`src/rtl/apuracao_eliminacao_pkg.sv`:
```
// Shared constants, state codes and helpers for the
// vote / elimination datapath (apuracao_eliminacao).
package apuracao_pkg;

   localparam int N_JOGADORES_PADRAO = 5;
   localparam int MIN_VIVOS_PADRAO   = 2;

   typedef logic [2:0] id_t;

   localparam id_t NENHUM = 3'd7;

   localparam logic [2:0] OCIOSO       = 3'd0;
   localparam logic [2:0] NOITE_ESPERA = 3'd1;
   localparam logic [2:0] NOITE_FEITO  = 3'd2;
   localparam logic [2:0] VOTO_ESPERA  = 3'd3;
   localparam logic [2:0] VOTO_FEITO   = 3'd4;

   function automatic logic [3:0] popcount(input logic [7:0] v);
      logic [3:0] c;
      c = '0;
      for (int i = 0; i < 8; i++) begin
         c = c + 4'(v[i]);
      end
      return c;
   endfunction

   function automatic logic [7:0] one_hot(input id_t id);
      return 8'b1 << id;
   endfunction

endpackage

```
`src/rtl/apuracao_eliminacao_detector_borda.sv`:
```
// Registered rising-edge detector: one pulse per 0->1
// transition of sinal, no repeat while it is held high.
module detector_borda (
   input  logic clock,
   input  logic reset,
   input  logic sinal,
   output logic pulso
);

   logic sinal_q;

   always_ff @(posedge clock or posedge reset) begin
      if (reset) begin
         sinal_q <= 1'b0;
      end else begin
         sinal_q <= sinal;
      end
   end

   assign pulso = sinal & ~sinal_q;

endmodule

```
`src/rtl/apuracao_eliminacao.sv`:
```
// Alive mask, night kill and day vote datapath for the game FSM.
// Optional: define VOTO_NULO_EN to accept alvo=7 as an abstention.
module apuracao_eliminacao
   import apuracao_pkg::*;
#(
   parameter int N_JOGADORES = N_JOGADORES_PADRAO,
   parameter int MIN_VIVOS   = MIN_VIVOS_PADRAO
) (
   input  logic                   clock,
   input  logic                   reset,
   input  logic                   rst_global,
   input  logic [2:0]             jogador_atual,
   input  logic [2:0]             lobo_id,
   input  logic [2:0]             alvo,
   input  logic                   confirma,
   input  logic                   processar_acao,
   input  logic                   avaliar_eliminacao,
   input  logic                   votacao,
   input  logic                   morra,
   output logic                   jogou,
   output logic                   votou,
   output logic                   acertou,
   output logic                   jogador_vivo,
   output logic                   sinal_lobo_ganhou,
   output logic [N_JOGADORES-1:0] vivos,
   output logic [2:0]             db_estado
);

   logic [2:0]             estado;
   logic [2:0]             estado_nxt;
   logic [N_JOGADORES-1:0] vivos_q;
   id_t                    alvo_noite;
   id_t                    voto;

   logic       conf_p;
   logic [7:0] vivos_ext;
   logic [7:0] mascara_morte;
   logic       alvo_valido;
   logic       e_lobo;
   logic       voto_nulo;
   logic       aceita_noite;
   logic       aceita_voto;
   logic       captura_noite;
   logic       captura_voto;

   detector_borda u_borda (
      .clock (clock),
      .reset (reset),
      .sinal (confirma),
      .pulso (conf_p)
   );

   // Zero-extended mask: out-of-range ids read as dead.
   always_comb begin
      vivos_ext = '0;
      vivos_ext[N_JOGADORES-1:0] = vivos_q;
   end

   assign alvo_valido = (int'(alvo) < N_JOGADORES)
                      && vivos_ext[alvo];
   assign e_lobo = (jogador_atual == lobo_id);

`ifdef VOTO_NULO_EN
   assign voto_nulo = (alvo == NENHUM);
`else
   assign voto_nulo = 1'b0;
`endif

   assign aceita_noite = conf_p
      && (!e_lobo || (alvo_valido && (alvo != lobo_id)));
   assign aceita_voto = conf_p && (alvo_valido || voto_nulo);

   assign captura_noite = (estado == NOITE_ESPERA)
      && processar_acao && e_lobo && aceita_noite;
   assign captura_voto = (estado == VOTO_ESPERA)
      && votacao && aceita_voto;

   always_comb begin
      estado_nxt = estado;
      unique case (estado)
         OCIOSO: begin
            if (processar_acao) begin
               estado_nxt = NOITE_ESPERA;
            end else if (votacao) begin
               estado_nxt = VOTO_ESPERA;
            end
         end
         NOITE_ESPERA: begin
            if (!processar_acao) begin
               estado_nxt = OCIOSO;
            end else if (aceita_noite) begin
               estado_nxt = NOITE_FEITO;
            end
         end
         NOITE_FEITO: begin
            if (!processar_acao) begin
               estado_nxt = OCIOSO;
            end
         end
         VOTO_ESPERA: begin
            if (!votacao) begin
               estado_nxt = OCIOSO;
            end else if (aceita_voto) begin
               estado_nxt = VOTO_FEITO;
            end
         end
         VOTO_FEITO: begin
            if (!votacao) begin
               estado_nxt = OCIOSO;
            end
         end
         default: estado_nxt = OCIOSO;
      endcase
   end

   // Night kill and day elimination may land in the same cycle.
   always_comb begin
      mascara_morte = '0;
      if (avaliar_eliminacao && (alvo_noite != NENHUM)) begin
         mascara_morte = mascara_morte | one_hot(alvo_noite);
      end
      if (morra && (voto != NENHUM)) begin
         mascara_morte = mascara_morte | one_hot(voto);
      end
   end

   always_ff @(posedge clock or posedge reset) begin
      if (reset) begin
         estado     <= OCIOSO;
         vivos_q    <= '1;
         alvo_noite <= NENHUM;
         voto       <= NENHUM;
      end else if (rst_global) begin
         estado     <= OCIOSO;
         vivos_q    <= '1;
         alvo_noite <= NENHUM;
         voto       <= NENHUM;
      end else begin
         estado  <= estado_nxt;
         vivos_q <= vivos_q & ~mascara_morte[N_JOGADORES-1:0];
         if (avaliar_eliminacao) begin
            alvo_noite <= NENHUM;
         end
         if (morra) begin
            voto <= NENHUM;
         end
         // A fresh capture overrides the consume-and-clear above.
         if (captura_noite) begin
            alvo_noite <= alvo;
         end
         if (captura_voto) begin
            voto <= alvo;
         end
      end
   end

   assign jogou     = (estado == NOITE_FEITO);
   assign votou     = (estado == VOTO_FEITO);
   assign acertou   = (voto != NENHUM) && (voto == lobo_id);
   assign vivos     = vivos_q;
   assign db_estado = estado;

   assign jogador_vivo = vivos_ext[jogador_atual];
   assign sinal_lobo_ganhou = vivos_ext[lobo_id]
      && (popcount(vivos_ext) <= 4'(MIN_VIVOS));

endmodule

```
`config.mk`:
```
export PLATFORM = sky130hd
export DESIGN_NAME = apuracao_eliminacao
export DESIGN_NICKNAME = d
export VERILOG_FILES = /design/src/rtl/apuracao_eliminacao_pkg.sv /design/src/rtl/apuracao_eliminacao_detector_borda.sv /design/src/rtl/apuracao_eliminacao.sv
export SDC_FILE = /design/constraint.sdc
export NUM_CORES = 1
export LEC_CHECK = 0
export ABC_CLOCK_PERIOD_IN_PS = 3330
export CORE_ASPECT_RATIO = 0.7
export CORE_MARGIN = 10
export CORE_UTILIZATION = 48
export DETAILED_ROUTE_END_ITERATION = 8
export GPL_TIMING_DRIVEN = 0
export MAX_ROUTING_LAYER = met4
export PLACE_DENSITY = 0.86
export SLEW_MARGIN = 0
export SYNTH_ARGS = -nofsm -noshare
export SYNTH_HDL_FRONTEND = slang
export SYNTH_HIERARCHICAL = 1
export SYNTH_SLANG_ARGS = --single-unit
```
`constraint.sdc`:
```
create_clock -name clock -period 3.33 [get_ports clock]
set_input_delay 0.666 -clock clock [delete_from_list [all_inputs] [get_ports clock]]
set_output_delay 0.666 -clock clock [all_outputs]
set_load 0.01 [all_outputs]
```
# Word level (Yosys, flattened, before mapping)
# Index checks and enable logic that the tools add are counted.
totals:
  register_bits: 15
  in_bits: 17
  output_inout_bits: 13
  word_cells: 79
classes:
  n_addsub: 4
  order_cmp: 5
  eq_ne: 14
  shifts: 2
  mux: 25
  n_bitwise: 5
  reduce_logical: 19
ops:
  columns: ["cell", "n"]
  rows:
  - ["3-bit two-way mux", 15]
  - ["5-bit two-way mux", 3]
  - ["3-bit one-hot mux with 5 select lines", 1]
  - ["1-bit logical AND", 13]
  - ["3-bit by 4-bit less-than comparator with 1-bit output (second input constant)", 3]
  - ["3-bit != test (second input constant)", 4]
  - ["4-bit != test (second input constant)", 3]
  - ["1-bit by 3-bit << shifter with 5-bit output (first input constant)", 2]
  - ["1-bit binary-select mux with 3-bit select", 3]
  - ["3-bit by 2-bit == test with 1-bit output (second input constant)", 2]
  - ["3-bit == test", 2]
  - ["3-bit nonzero test", 2]
  - ["5-bit AND", 1]
  - ["5-bit NOT", 1]
  - ["5-bit OR", 1]
  - ["5-bit AND reduction", 1]
  - ["3-bit by 1-bit adder with 4-bit output", 1]
  - ["4-bit by 1-bit adder with 4-bit output", 1]
  - ["4-bit by 2-bit less-or-equal comparator with 1-bit output (second input constant)", 1]
  - ["2-bit by 1-bit adder with 3-bit output", 1]
  - ["3-bit by 1-bit == test with 1-bit output (second input constant)", 1]
  - ["3-bit == test (second input constant)", 1]
  - ["3-bit logical NOT", 1]
  - ["3-bit less-than comparator (second input constant)", 1]
  - ["7 further kinds", 9]

# Depth between registers and ports, before layout
depth:
  word_depth: 10
  mapped_depth: 8
  mapped_depth_nobuf: 8

# Hierarchy
# The synthesis kept the hierarchy.
by_module_without_submodules:
  columns: ["module", "instances", "cells_each", "area_each_um2", "seq_area_each_um2"]
  rows:
  - ["apuracao_eliminacao", 1, 133, 1184.9, 364.1]
  - ["detector_borda", 1, 3, 42.5, 25.0]

# Worst setup path before layout
# Ideal clock, no wire load.
synth_timing:
  path_kind: "register to output"
  startpoint: "register vivos_q[0], in the netlist vivos[0]"
  endpoint: "output port sinal_lobo_ganhou"
  arrival_time_ps: 2047
  required_ps: 2664
  slack_ps: 617
  stages_incl_launch_ff: 9
  path_buffers: 0
  cell_sequence: "dfstp_2 > inv_1 > fa_1 > inv_1 > fa_1 > ha_1 > nor2_1 > a21oi_1 > nor2_1"
synth_via:
  elab_chain_cells: 6
  word_cells_on_any_way: 8
  cone_classes: "4 x add/sub; 1 x order compare; 2 x mux; 1 x reduce/logical"
synth_rtl:
  columns: ["element", "line", "source"]
  rows:
  - ["start: declaration", "apuracao_eliminacao.sv:31", "logic [N_JOGADORES-1:0] vivos_q;"]
  - ["start signal: assignment", "apuracao_eliminacao.sv:140", "vivos_q <= vivos_q & ~mascara_morte[N_JOGADORES-1:0];"]
  - ["1-bit by 1-bit adder with 2-bit output", "apuracao_eliminacao_pkg.sv:22", "c = c + 4'(v[i]);"]
  - ["2-bit by 1-bit adder with 3-bit output", "apuracao_eliminacao_pkg.sv:22", null]
  - ["3-bit by 1-bit adder with 4-bit output", "apuracao_eliminacao_pkg.sv:22", null]
  - ["4-bit by 1-bit adder with 4-bit output", "apuracao_eliminacao_pkg.sv:22", null]
  - ["4-bit by 2-bit less-or-equal comparator with 1-bit output", "apuracao_eliminacao.sv:165", "&& (popcount(vivos_ext) <= 4'(MIN_VIVOS));"]
  - ["1-bit logical AND (*)", "apuracao_eliminacao.sv:165", null]
  - ["end: declaration", "apuracao_eliminacao.sv:24", "output logic sinal_lobo_ganhou,"]
# Mark *: on every way between the ends. The rest lies on a longest branch, timed or not. The select of a mux whose other input is x is not followed.

# Final worst setup path
# Ends and elaborated chain as after synthesis.

==> impl_metrics.csv <==
group,metric,value,unit
finish,syn_to_final_growth,30.6,%
routing,avgViaCountPerCell,5.46,
routing,wl_per_cell,16.2,um
timing,fin_crit_sh,97.8,%
worst_setup_path,r2r_slack,1.16,ns
timing,fmax,0.307,GHz
logic_synthesis,async_reset_ff_share,100,%
routing,drt_pass1_iterations,4,
timing,setup_viol,0,
global_route,grt_pass1_vias,1081,
logic_synthesis,synthMuxAreaShare,10.6,%
logic_synthesis,yosys_warnings,6,
die,fp.dieH,62.3,um
place,port_buffers,26,
finish,final_cell_mix,"25 x clkdlybuf4s50_1, 15 x nand2_1, 12 x nor2_1",
global_route,grtUsageTotal,12.8,%
worst_setup_path,critPathMostFrequentCell,"inv_1",
worst_setup_path,crit_chain,"inv_1, fa_1, inv_1, fa_2, inv_1, ha_1, a21oi_2, nor2_1, dlygate4sd2_1",
place,gp_congestion,0.830,
logic_synthesis,synth_cells,136,
clock_tree,hold_buffers,0,
die,start_util,49.9,%
timing,fin_crit,3.26,ns
finish,diodes,0,
die,die_w,80.4,um
logic_synthesis,synth_edf_count,0,
finish,layout_commonest_cell,"clkdlybuf4s50_1",
clock_tree,cts-buffers-inserted,3,
finish,layout-drive-gt1-share,21.9,%
power_and_ir_drop,p_per_area,355,nW/um^2
routing,totalWireLength,3280,um
worst_setup_path,slowest_delay,0.55,ns
worst_setup_path,worst-path-max-fanout,4,
worst_setup_path,crit_required,2.66,ns
worst_hold_path,holdCritPathClass,"register to register",
power_and_ir_drop,ir_worst_vdd,0.000215,V
die,top_level_ports,30,
logic_synthesis,yosys.area_share.simple,25.6,%
logic_synthesis,yosysUniqueCellTypes,44,
global_route,antenna_found_initial,0,
status,status,"completed",
global_route,grt_overflow,0,
logic_synthesis,synth_fa_ha_area_share,5.30,%
clock_tree,cts.sinks,15,
logic_synthesis,synth_top_family_by_area,"simple AND/OR/NAND/NOR gates",
clock_tree,path_clk_slew,0.06,ns
place,dp_cells,196,
logic_synthesis,synth_ff_type,"dfstp_2",
clock_tree,cts_max_path_buffers,2,
flow_run,max-cap-violations,0,
routing,ant_nets,0,
timing,worst_clock_skew,0.000394,ns
finish,utilization,65.2,%
global_route,grt_max_degree,15,
timing,tightest_slew,0.533,ns
routing,drc,0,
finish,nNetsFinal,191,
routing,num_vias,1108,
worst_setup_path,cpMaxStageDelayCell,"dfstp_2",
finish,fin_cells,203,
clock_tree,h-tree-depth,1,
logic_synthesis,syn-num-nets,157,
logic_synthesis,avgSynthCellArea,9.03,sq um
clock_tree,root_buffer,"clkbuf_8",
power_and_ir_drop,p_leak,0.614,nW
logic_synthesis,seq_area_frac_synth,31.7,%
logic_synthesis,synth_compound_area_share,13.8,%
timing,relSlewSlack,64.4,%
timing,hold_viol_final,0,
worst_setup_path,cp-start-kind,"register",
worst_setup_path,worstPathArrival,2.59,ns
die,core,2460,sq um
worst_setup_path,crit_path_end_kind,"primary output",
logic_synthesis,yosys.area_share.xor_xnor,7.03,%
timing,finalMaxSlewViolations,0,
clock_tree,cts_tree,"done",
routing,drt_iter0_markers,45,
worst_setup_path,path_class,"register to primary output",
clock_tree,insertion_delay,0.25,ns
place,dp_hpwl,2530,um
logic_synthesis,synth-seq-cells,15,
timing,fin_hold_ws,0.525,ns
die,die_area,5010,sq um
global_route,grt_pass1_wl,5170,um
die,rows,15,
logic_synthesis,syn-cell-area,1230,sq um
[worst max-delay path, delay by kind of cell (launching register included)]
family | cells | cell delay [ns]
adders and majority gates | 3 | 1.13
DFF | 1 | 0.55
buffers and inverters | 4 | 0.49
AOI/OAI and AO/OA | 1 | 0.12
and+or+nand+nor | 1 | 0.04
[path summary, 6_finish.rpt]
check,cells after the start,endpoint,startpoint
max,9,sinal_lobo_ganhou,vivos[0]
min,2,vivos[3],vivos[3]
max reg2reg,7,alvo_noite[2],db_estado[1]
min reg2reg,2,vivos[3],vivos[3]
max in group asynchronous,2,alvo_noite[1],reset
min in group asynchronous,2,u_borda/sinal_q,reset
[registers in the layout, indices dropped and copies added, names as in the netlist]
| register | count |
|---|---|
| voto | 3 |
| u_borda/sinal_q | 1 |
| db_estado | 3 |
| vivos | 5 |
| alvo_noite | 3 |
[logic make-up (layout without fill, tap and decap cells)]
logic type	count (synthesis)	after routing
simple gates	57	57
compound gates	25	25
buf+inv	16	49
flops	15	15
mux	10	10
xor+xnor	9	9
fa+ha+maj	4	4
[what timing repair did]
action                     in CTS  in global routing
buffers inserted                0                  3
pin swaps                       0                  0
hold endpoints to repair        0                  0
gates resized for setup         1                  2
setup endpoints to repair       1                  1
[metrics by stage]
step | setup TNS [ns] | area [sq um] | power (W) | setup slack (ns)
5_1_grt | -0.0292 | 1600 | 0.000594 | -0.0292
6_report | 0 | 1600 | 0.000569 | 0.0747
3_3_place_gp | 0 | 1530 | 0.000413 | 0.152
2_1_floorplan | 0 | 1230 | 0.000338 | 0.617
4_1_cts | 0 | 1570 | 0.000570 | 0.0425
3_5_place_dp | 0 | 1530 | 0.000420 | 0.0937
[where the power goes]
| part | switching (W) | internal, W | total [W] |
|---|---|---|---|
| Sequential | 0.00000879 | 0.000196 | 0.000205 |
| Clock | 0.0000660 | 0.0000848 | 0.000151 |
| Combinational | 0.000104 | 0.000110 | 0.000214 |
[synthesized netlist by cell type (3+ instances only)]
library cell | number | area share [%]
o21ai_0 | 10 | 4.1
nand2_1 | 15 | 4.6
inv_1 | 9 | 2.8
nand3_1 | 8 | 3.3
xor2_1 | 3 | 2.1
nor2_1 | 12 | 3.7
a21oi_1 | 3 | 1.2
nor3b_1 | 3 | 1.8
nor2b_1 | 3 | 1.5
xnor2_1 | 5 | 3.6
clkbuf_1 | 3 | 0.92
dfstp_2 | 11 | 24
dfrtp_1 | 4 | 8.2
mux2i_1 | 4 | 3.3
mux2_1 | 3 | 2.8
or2_2 | 4 | 2.0
[area by class of cell]
cell class / instances / area (sq um)
buffer: 7 / 40.0
clock buffer: 4 / 45.0
fill: 209 / 856
inverter: 9 / 33.8
multi-input combinational: 105 / 771
sequential: 15 / 389
tap: 34 / 42.5
timing repair buffer: 29 / 282
[per-layer routing]
layer  global-route usage (%)  part of all wire [%]
met1                     16.2                    44
met2                     19.3                    48
met3                     3.88                   7.3
met4                     2.85                  0.49
met5                        -                     0
Note: power is estimated with default switching activity, not from simulation.
==> patch: new RTL, config.mk and constraints unchanged <==
Build with the macro `VOTO_NULO_EN` defined.
--- a/src/rtl/apuracao_eliminacao.sv
+++ b/src/rtl/apuracao_eliminacao.sv
@@ -1,5 +1,7 @@
 // Alive mask, night kill and day vote datapath for the game FSM.
 // Optional: define VOTO_NULO_EN to accept alvo=7 as an abstention.
+`define VOTO_NULO_EN
+
 module apuracao_eliminacao
    import apuracao_pkg::*;
 #(
Check against the original RTL: not equivalent (a bounded check fails within 4 cycles, from zero or initial values and one cycle with reset high).
==> patch against the unedited design <==
Register-to-register slack got worse by 0.26 ns; sequential cell count unchanged; worst setup slack improved by 0.057 ns; power increased by 0.45%; hold slack got worse by 0.0062 ns; largest power group unchanged; final area decreased by 0.62%; wire length increased by 0.12%; area after synthesis increased by 1.4%.
==> patch: results <==
{
  "placed_cells": 198,
  "fin_skew_ns": 0.00491,
  "crit_fanout": 5,
  "inverters": 15,
  "status": "finished clean",
  "whs_endpoint": "vivos[3]",
  "synth_commonest_cells": "inv_1, dfstp_2, nand2_1, nor2_1, nor3_1",
  "r2r_cells": 6,
  "routedLengthMet1_um": 1540,
  "synth_fp_nets": 161,
  "p_comb_uw": 215,
  "grt_usage_pct": 13.3,
  "p_int_uw": 388,
  "r2r_slack_ns": 0.90,
  "dp_hpwl_um": 2470,
  "clockNetworkAreaShare_pct": 3.06,
  "post_dp_cell_area_um2": 1530,
  "grt_use_met2_pct": 19.6,
  "place_ws_ns": 0.0748,
  "synth.avg_cell_area_um2": 8.89,
  "drtIter0Drc": 94,
  "layout.nets": 192,
  "reg2reg_from": "vivos[2]",
  "grtUsageMet3_pct": 3.74,
  "gp_congestion": 0.884,
  "grt.met1_usage_pct": 18.0,
  "area_delta_synth_final_pct": 27.9,
  "crit_path_max_incr_delay_ns": 0.59,
  "peakVddDrop_v": 0.000275,
  "yosys.cell_types.count": 46,
  "nNonClkBuffers": 34,
  "first_pass_iters": 4,
  "viasPerCell": 5.79,
  "switching_share_pct": 32.1,
  "synthTopCellsByArea": "dfstp_2, dfrtp_1, mux2i_1",
  "grt_pass1_wl_um": 5440,
  "power_frac_seq_pct": 35.4,
  "wl_met3_um": 211,
  "cp_data_arrival_time_ns": 2.53,
  "met2_length_um": 1520,
  "nFillCells": 210,
  "clkbuf_count": 3,
  "buf_share_pct": 20.1,
  "slew_headroom_pct": 63.3,
  "drive_above_1_share_pct": 18.8,
  "p_leak_uw": 0.000660,
  "wl_um": 3280,
  "place.port_buffers": 24,
  "multi_input_area_share_pct": 46.2,
  "routed-via-count": 1181,
  "synth_seq_area_share_pct": 31.3,
  "async_flop_share_pct": 100,
  "whs_ns": 0.518,
  "multi_input_cells": 102,
  "synth_cells": 140
}
-- patch: cell families (layout without fill, tap and decap cells) --
logic type,Yosys count,after routing,share of synthesized area [%]
AOI/OAI and AO/OA,25,25,14.1
xor gates and xnor gates,9,9,6.33
adders and majority gates,4,4,5.23
buffers and inverters,23,53,9.85
DFF,15,15,31.3
muxes,9,9,9.35
and+or+nand+nor,55,55,23.9
-- patch: worst max-delay path by stage --
stage,startpoint,endpoint,slack (ns),cells after the start
after CTS,vivos[0],sinal_lobo_ganhou,0.06,9
after detailed placement,vivos[0],sinal_lobo_ganhou,0.07,9
after global placement,vivos[0],sinal_lobo_ganhou,0.14,9
after floorplan,vivos[0],sinal_lobo_ganhou,0.61,8
final,vivos[1],sinal_lobo_ganhou,0.13,9
after global routing,vivos[1],sinal_lobo_ganhou,0.01,9
-- patch: worst max-delay path, delay by kind of cell (launching register included) --
family          cells  cell delay [ns]
compound gates      1             0.12
fa+ha+maj           3             1.06
simple gates        1             0.05
flops               1             0.59
buf+inv             4             0.47
